===== config.mk =====
export PLATFORM = sky130hd
export DESIGN_NAME = pc_unit
export DESIGN_NICKNAME = d
export VERILOG_FILES = /design/src/rtl/pc_pkg.sv /design/src/rtl/pc_ras.sv /design/src/rtl/pc_unit.sv
export SDC_FILE = /design/constraint.sdc
export NUM_CORES = 1
export LEC_CHECK = 0
export BUFFER_PORTS_ARGS = -buffer_cell sky130_fd_sc_hd__clkbuf_2
export CORE_ASPECT_RATIO = 2
export CORE_UTILIZATION = 50
export DETAILED_ROUTE_END_ITERATION = 10
export PLACE_DENSITY = 0.74
export RECOVER_POWER = 50
export SYNTH_ARGS = -nofsm -noshare
export SYNTH_HDL_FRONTEND = slang
export SYNTH_SLANG_ARGS = --single-unit

===== constraint.sdc =====
create_clock -name clk -period 4.9 [get_ports clk]
set_clock_uncertainty 0.05 [all_clocks]
set_input_delay 0.49 -clock clk [delete_from_list [all_inputs] [get_ports clk]]
set_output_delay 0.49 -clock clk [all_outputs]
set_load 0.02 [all_outputs]

===== src/rtl/pc_pkg.sv =====
// rtl/pc_pkg.sv - shared state encodings and next-PC select codes for the PC unit
package pc_pkg;

   localparam logic [1:0] STATE_BOOT = 2'd0;
   localparam logic [1:0] STATE_RUN  = 2'd1;
   localparam logic [1:0] STATE_HALT = 2'd2;

   typedef enum logic [2:0] {
      SEL_HOLD,
      SEL_SEQ,
      SEL_BRANCH,
      SEL_JUMP,
      SEL_RET,
      SEL_TRAP
   } pc_sel_t;

endpackage


===== src/rtl/pc_ras.sv =====
// rtl/pc_ras.sv - circular return-address stack; a push when full overwrites the oldest entry
module pc_ras #(
   parameter int WIDTH = 32,
   parameter int DEPTH = 4
) (
   input  logic             clk,
   input  logic             reset,
   input  logic             push,
   input  logic             pop,
   input  logic [WIDTH-1:0] data,
   output logic [WIDTH-1:0] top,
   output logic             empty,
   output logic             full
);
   import pc_pkg::*;

   localparam int PW = $clog2(DEPTH);
   localparam int CW = PW + 1;

   logic [WIDTH-1:0] mem [DEPTH];
   logic [PW-1:0]    ptr;
   logic [PW-1:0]    ptr_inc;
   logic [PW-1:0]    ptr_dec;
   logic [CW-1:0]    count;
   logic             pop_ok;

   assign ptr_inc = ptr + 1'b1;
   assign ptr_dec = ptr - 1'b1;
   assign empty   = (count == '0);
   assign full    = (count == CW'(DEPTH));
   assign pop_ok  = pop && !empty;
   assign top     = mem[ptr];

   always_ff @(posedge clk) begin
      if (reset) begin
         ptr   <= '0;
         count <= '0;
      end else if (push && pop_ok) begin
         // pop-then-push: top slot is rewritten in place, depth unchanged
         ptr   <= ptr;
         count <= count;
      end else if (push) begin
         ptr <= ptr_inc;
         if (!full)
            count <= count + 1'b1;
      end else if (pop_ok) begin
         ptr   <= ptr_dec;
         count <= count - 1'b1;
      end
   end

   always_ff @(posedge clk) begin
      if (!reset && push) begin
         if (pop_ok)
            mem[ptr] <= data;
         else
            mem[ptr_inc] <= data;
      end
   end

endmodule


===== src/rtl/pc_unit.sv =====
// rtl/pc_unit.sv - fetch-stage program counter with BOOT/RUN/HALT control and call/return stack
module pc_unit #(
   parameter int               WIDTH        = 32,
   parameter int unsigned      STEP         = 4,
   parameter logic [WIDTH-1:0] RESET_VECTOR = '0,
   parameter logic [WIDTH-1:0] TRAP_VECTOR  = 'h80,
   parameter int               RAS_DEPTH    = 4
) (
   input  logic             clk,
   input  logic             reset,
   input  logic             stall,
   input  logic             halt_req,
   input  logic             trap_req,
   input  logic             branch_taken,
   input  logic [WIDTH-1:0] branch_target,
   input  logic             jump,
   input  logic [WIDTH-1:0] jump_target,
   input  logic             link,
   input  logic             ret,
   input  logic [WIDTH-1:0] ret_fallback,
   output logic [WIDTH-1:0] pc,
   output logic [WIDTH-1:0] pc_seq,
   output logic             fetch_valid,
   output logic             halted,
   output logic             ras_empty,
   output logic             ras_full
);
   import pc_pkg::*;

   logic [1:0]       state;
   logic [1:0]       state_nxt;
   pc_sel_t          sel;
   logic [WIDTH-1:0] pc_nxt;
   logic [WIDTH-1:0] ras_top;
   logic             ras_push;
   logic             ras_pop;
   logic             advance;

   assign pc_seq      = pc + WIDTH'(STEP);
   assign fetch_valid = (state == STATE_RUN);
   assign halted      = (state == STATE_HALT);

   always_comb begin
      state_nxt = state;
      sel       = SEL_HOLD;
      advance   = 1'b0;
      case (state)
         STATE_BOOT: state_nxt = STATE_RUN;
         STATE_RUN: begin
            if (trap_req)
               sel = SEL_TRAP;
            else if (stall)
               sel = SEL_HOLD;
            else if (halt_req)
               state_nxt = STATE_HALT;
            else begin
               advance = 1'b1;
               if (ret)
                  sel = SEL_RET;
               else if (jump)
                  sel = SEL_JUMP;
               else if (branch_taken)
                  sel = SEL_BRANCH;
               else
                  sel = SEL_SEQ;
            end
         end
         STATE_HALT: begin
            if (trap_req) begin
               sel       = SEL_TRAP;
               state_nxt = STATE_RUN;
            end
         end
         default: state_nxt = STATE_BOOT;
      endcase
   end

   // a call pushes even when a simultaneous return takes the pc
   assign ras_push = advance && jump && link;
   assign ras_pop  = advance && ret && !ras_empty;

   always_comb begin
      pc_nxt = pc;
      case (sel)
         SEL_SEQ:    pc_nxt = pc_seq;
         SEL_BRANCH: pc_nxt = branch_target;
         SEL_JUMP:   pc_nxt = jump_target;
         SEL_RET:    pc_nxt = ras_empty ? ret_fallback : ras_top;
         SEL_TRAP:   pc_nxt = TRAP_VECTOR;
         default:    pc_nxt = pc;
      endcase
   end

   always_ff @(posedge clk) begin
      if (reset) begin
         state <= STATE_BOOT;
         pc    <= RESET_VECTOR;
      end else begin
         state <= state_nxt;
         pc    <= pc_nxt;
      end
   end

   pc_ras #(
      .WIDTH (WIDTH),
      .DEPTH (RAS_DEPTH)
   ) u_ras (
      .clk   (clk),
      .reset (reset),
      .push  (ras_push),
      .pop   (ras_pop),
      .data  (pc_seq),
      .top   (ras_top),
      .empty (ras_empty),
      .full  (ras_full)
   );

endmodule

==> reports/metrics.csv <==
metric,value,unit
Reg2Reg Setup Slack,1.11,ns
busiest grt layer,met2,
hold_ws,0.343,ns
pre-CTS setup slack,1.45,ns
Routed Antenna Nets,0,
total congestion overflow,0,
R2R cell count,10,
CP endpoint kind,flop,
total of warnings raised by yosys,0,
launch point of the worst path,state[0]$_SDFFE_PP0P_,
multiplexer share of the synthesized area,11.3,%
Reg2Reg Launch Point,state[0]$_SDFFE_PP0P_,
DR vias/cell,6.29,
synthesized instance count,621,
IO buf count,172,
I/O Pins,173,
Final Net Count,898,
fmax,264,MHz
GP Congestion,0.886,
final-report hold violation count,0,
Worst path top cell family by delay,buffers and inverters,
first-pass GRT wire length,35.9,mm
Max stage delay on crit path,0.97,ns
initial core utilization,51.0,%
Routed Wire Length,23.7,mm
fin crit period,3.79,ns
leak pwr,3.43,nW
XOR/XNOR Fraction of Synth Area,3.70,%
DRC Markers,0,
max_cap viols,0,
combinational family with the most area after synthesis,simple AND/OR/NAND/NOR gates,
VDD IR-drop max,248,uV
mean post-synth cell area,13.0,sq um
CP max stage cell,clkbuf_1,
distinct cell type count after synthesis,57,
RSZ-0062 raised after global routing,false,
Pint,2.56,mW
post-route setup TNS,0,ns
Synth Area in Simple Gates,11.7,%
sw frac,27.2,%
post-route cell area,0.00961,sq mm
Placed Area,0.00909,sq mm
worst skew pair latency,0.43,ns
die area,0.0166,sq mm
# clock sinks,169,
"FF+latch count, synth",169,
Worst path depth,10,
core footprint,0.0158,sq mm
Netlist Area Pre-Place,0.00804,sq mm
clock share of power,38.9,%
Max Slew Vio Count,0,
clk slew on worst S/H paths,0.07,ns
met2 track demand over resource,51.7,%
"Worst Setup Slack, final",1.11,ns
Pwr per Cell Area,366,mW/mm^2
Post-CTS Resized,0,
status,finished clean,
max_slew headroom,12.2,%
largest net degree at the start of global routing,44,
Post-CTS Setup Bufs,0,
Comb pwr share,14.7,%
fin util,60.9,%
chip width,91.7,um
Setup Viol. Count Final,0,
clk buf depth,2,
CTS tree,built,
All-Layer GR Usage,29.5,%
Inserted Clock Buffers,17,
Final Power,3.52,mW
vias after detailed routing,6282,
Required @ worst endpoint,5.19,ns
initial antenna violation count,0,
Tcrit/Tclk final,77.4,%
area grow syn2layout,19.4,%
worst path cell trace,inv_1 -> ha_1 -> nor2b_1 -> nor3b_1 -> nor3_2 -> buf_4 -> nor2_1 -> clkbuf_1 -> o21ai_0 -> a31oi_1,
Post-synth EDFFs,128,
"Net Count, Synth",735,
Die Span Y,181,um
CTS Hold Buffers Added,0,
vias in the first global route,6383,
Main synth FF type,edfxtp_1,
GR met1 Demand/Resource,33.6,%
WP buf/inv,3,
asr flop ratio synth,0,%
Hold Crit Class,in -> reg,
"Max FO, Critical Path",23,
average wire per standard cell,23.7,um
TritonRoute pass-1 iters,6,
FF-to-FF End,pc[5]$_SDFFE_PP0P_,
met3 Use GR,5.26,%
Rows,65,
worst slew pin tran,1.32,ns
crit path capture,pc[5]$_SDFFE_PP0P_,
"Seq/Total Area, Yosys",58.0,%
Post-Place Cells,966,
H-Tree Depth,4,
initial drt markers,621,
Startpoint Class,flop,
ANT cells,0,
Synth Area in Compound Gates,11.0,%
Finished Layout Cells,998,
P_sw,0.958,mW
adder-cell share of the synthesized area,1.49,%
DP HPWL,16.3,mm
Seq pwr share,46.5,%
layout cells sized above 1,27.6,%
CTS root buffer,clkbuf_16,
"Arr. time, crit path",4.08,ns
critical path type,reg -> reg,
## flip-flops by register name, indices dropped and copies added, names as in the netlist, named ones only
| signal | count |
|---|---|
| u_ras.count | 3 |
| u_ras.mem | 128 |
| state | 2 |
| pc | 32 |
| u_ras.ptr | 2 |
## routing by layer
| layer | part of all wire, % | up-vias | wire length, um |
|---|---|---|---|
| met1 | 35 | 3076 | 8350 |
| met2 | 53 | 394 | 12500 |
| met5 | 0 | - | 0 |
| li1 | - | 2735 | - |
| met4 | 4.5 | 0 | 1060 |
| met3 | 7.3 | 77 | 1720 |
## area by class of cell
type,count,area (sq um)
Clock buffer,17,425
Clock inverter,15,175
Fill cell,1263,6170
Inverter,11,41.3
Multi-Input combinational cell,401,3160
Sequential cell,169,4670
Tap cell,201,251
Timing Repair Buffer,184,891
## worst min-delay path by stage
| stage | startpoint | to | slack [ns] | depth (start not counted) |
|---|---|---|---|---|
| floorplan | u_ras.count[2]$_SDFFE_PP0P_ | u_ras.count[2]$_SDFFE_PP0P_ | 0.45 | 2 |
| global placement | pc[14]$_SDFFE_PP0P_ | pc[14]$_SDFFE_PP0P_ | 0.47 | 2 |
| detailed placement | pc[26]$_SDFFE_PP0P_ | pc[26]$_SDFFE_PP0P_ | 0.49 | 2 |
| CTS | ret_fallback[12] | pc[12]$_SDFFE_PP0P_ | 0.33 | 3 |
| global route | ret_fallback[27] | pc[27]$_SDFFE_PP0P_ | 0.35 | 3 |
| finish | ret_fallback[27] | pc[27]$_SDFFE_PP0P_ | 0.34 | 3 |
## cells by family after synthesis
group                    count (synthesis)
adder cells (fa/ha/maj)                  9
flip-flops                             169
XOR/XNOR                                34
buffers and inverters                   51
multiplexers                            51
AO/OA/AOI/OAI                          123
AND/OR/NAND/NOR                        184
## power by group through the flow
stage          Combinational, mW  Sequential (mW)  Clock [mW]
4_1_cts                    0.521             1.63        1.38
5_1_grt                    0.552             1.64        1.44
6_report                   0.516             1.63        1.37
3_5_place_dp               0.518             1.67           0
3_3_place_gp               0.501             1.66           0
2_1_floorplan              0.327             1.66           0
## Yosys cell counts (2+ instances only)
library cell / number / area, sq um
nor3b_2: 2 / 25.0
a31oi_1: 16 / 100
dfxtp_1: 41 / 821
nand3_1: 16 / 80.1
and2_1: 5 / 31.3
o21ai_1: 7 / 35.0
xor2_1: 8 / 70.1
mux4_2: 32 / 721
nor2b_1: 4 / 25.0
a21oi_1: 23 / 115
a2111oi_2: 2 / 30.0
xnor2_1: 26 / 228
o21ai_0: 6 / 30.0
nor3_1: 13 / 65.1
a221oi_1: 15 / 131
a211oi_1: 4 / 30.0
a221o_1: 3 / 30.0
and4_1: 4 / 35.0
or3_1: 9 / 56.3
edfxtp_1: 128 / 3840
mux2i_1: 18 / 180
inv_1: 10 / 37.5
buf_2: 13 / 65.1
o22ai_1: 9 / 56.3
ha_1: 8 / 100
o211a_1: 2 / 20.0
nand4_1: 5 / 31.3
a22oi_1: 24 / 180
nand2_1: 43 / 161
buf_4: 4 / 30.0
o2bb2ai_1: 7 / 61.3
nor4_1: 3 / 18.8
clkbuf_1: 23 / 86.3
and3_1: 3 / 18.8
nor2_1: 63 / 236
## worst register-to-register path: cells and delay by family, from the launching register on
family | cells | cell delay (ns)
AOI/OAI and AO/OA | 2 | 0.54
DFF | 1 | 0.41
and+or+nand+nor | 4 | 1.05
buffers and inverters | 3 | 1.30
adders and majority gates | 1 | 0.35
## cells in the final DEF, fill, tap and decap left out, types with 4 or more instances in the layout
cell / synthesis / final
a211oi_1: 4 / 4
a21oi_1: 23 / 23
a221oi_1: 15 / 15
a22oi_1: 24 / 24
a31oi_1: 16 / 16
and2_1: 5 / 5
and4_1: 4 / 4
buf_4: 4 / 11
clkbuf_1: 23 / 46
clkbuf_16: 0 / 17
clkbuf_2: 0 / 127
clkinv_2: 0 / 5
dfxtp_1: 41 / 40
edfxtp_1: 128 / 128
ha_1: 8 / 8
inv_1: 10 / 11
mux2i_1: 18 / 18
mux4_2: 32 / 32
nand2_1: 43 / 43
nand3_1: 16 / 17
nand4_1: 5 / 5
nor2_1: 63 / 62
nor3_1: 13 / 11
o21ai_0: 6 / 6
o21ai_1: 7 / 7
o22ai_1: 9 / 9
o2bb2ai_1: 7 / 7
or3_1: 9 / 9
xnor2_1: 26 / 26
xor2_1: 8 / 8
(Power assumes the default switching activity.)
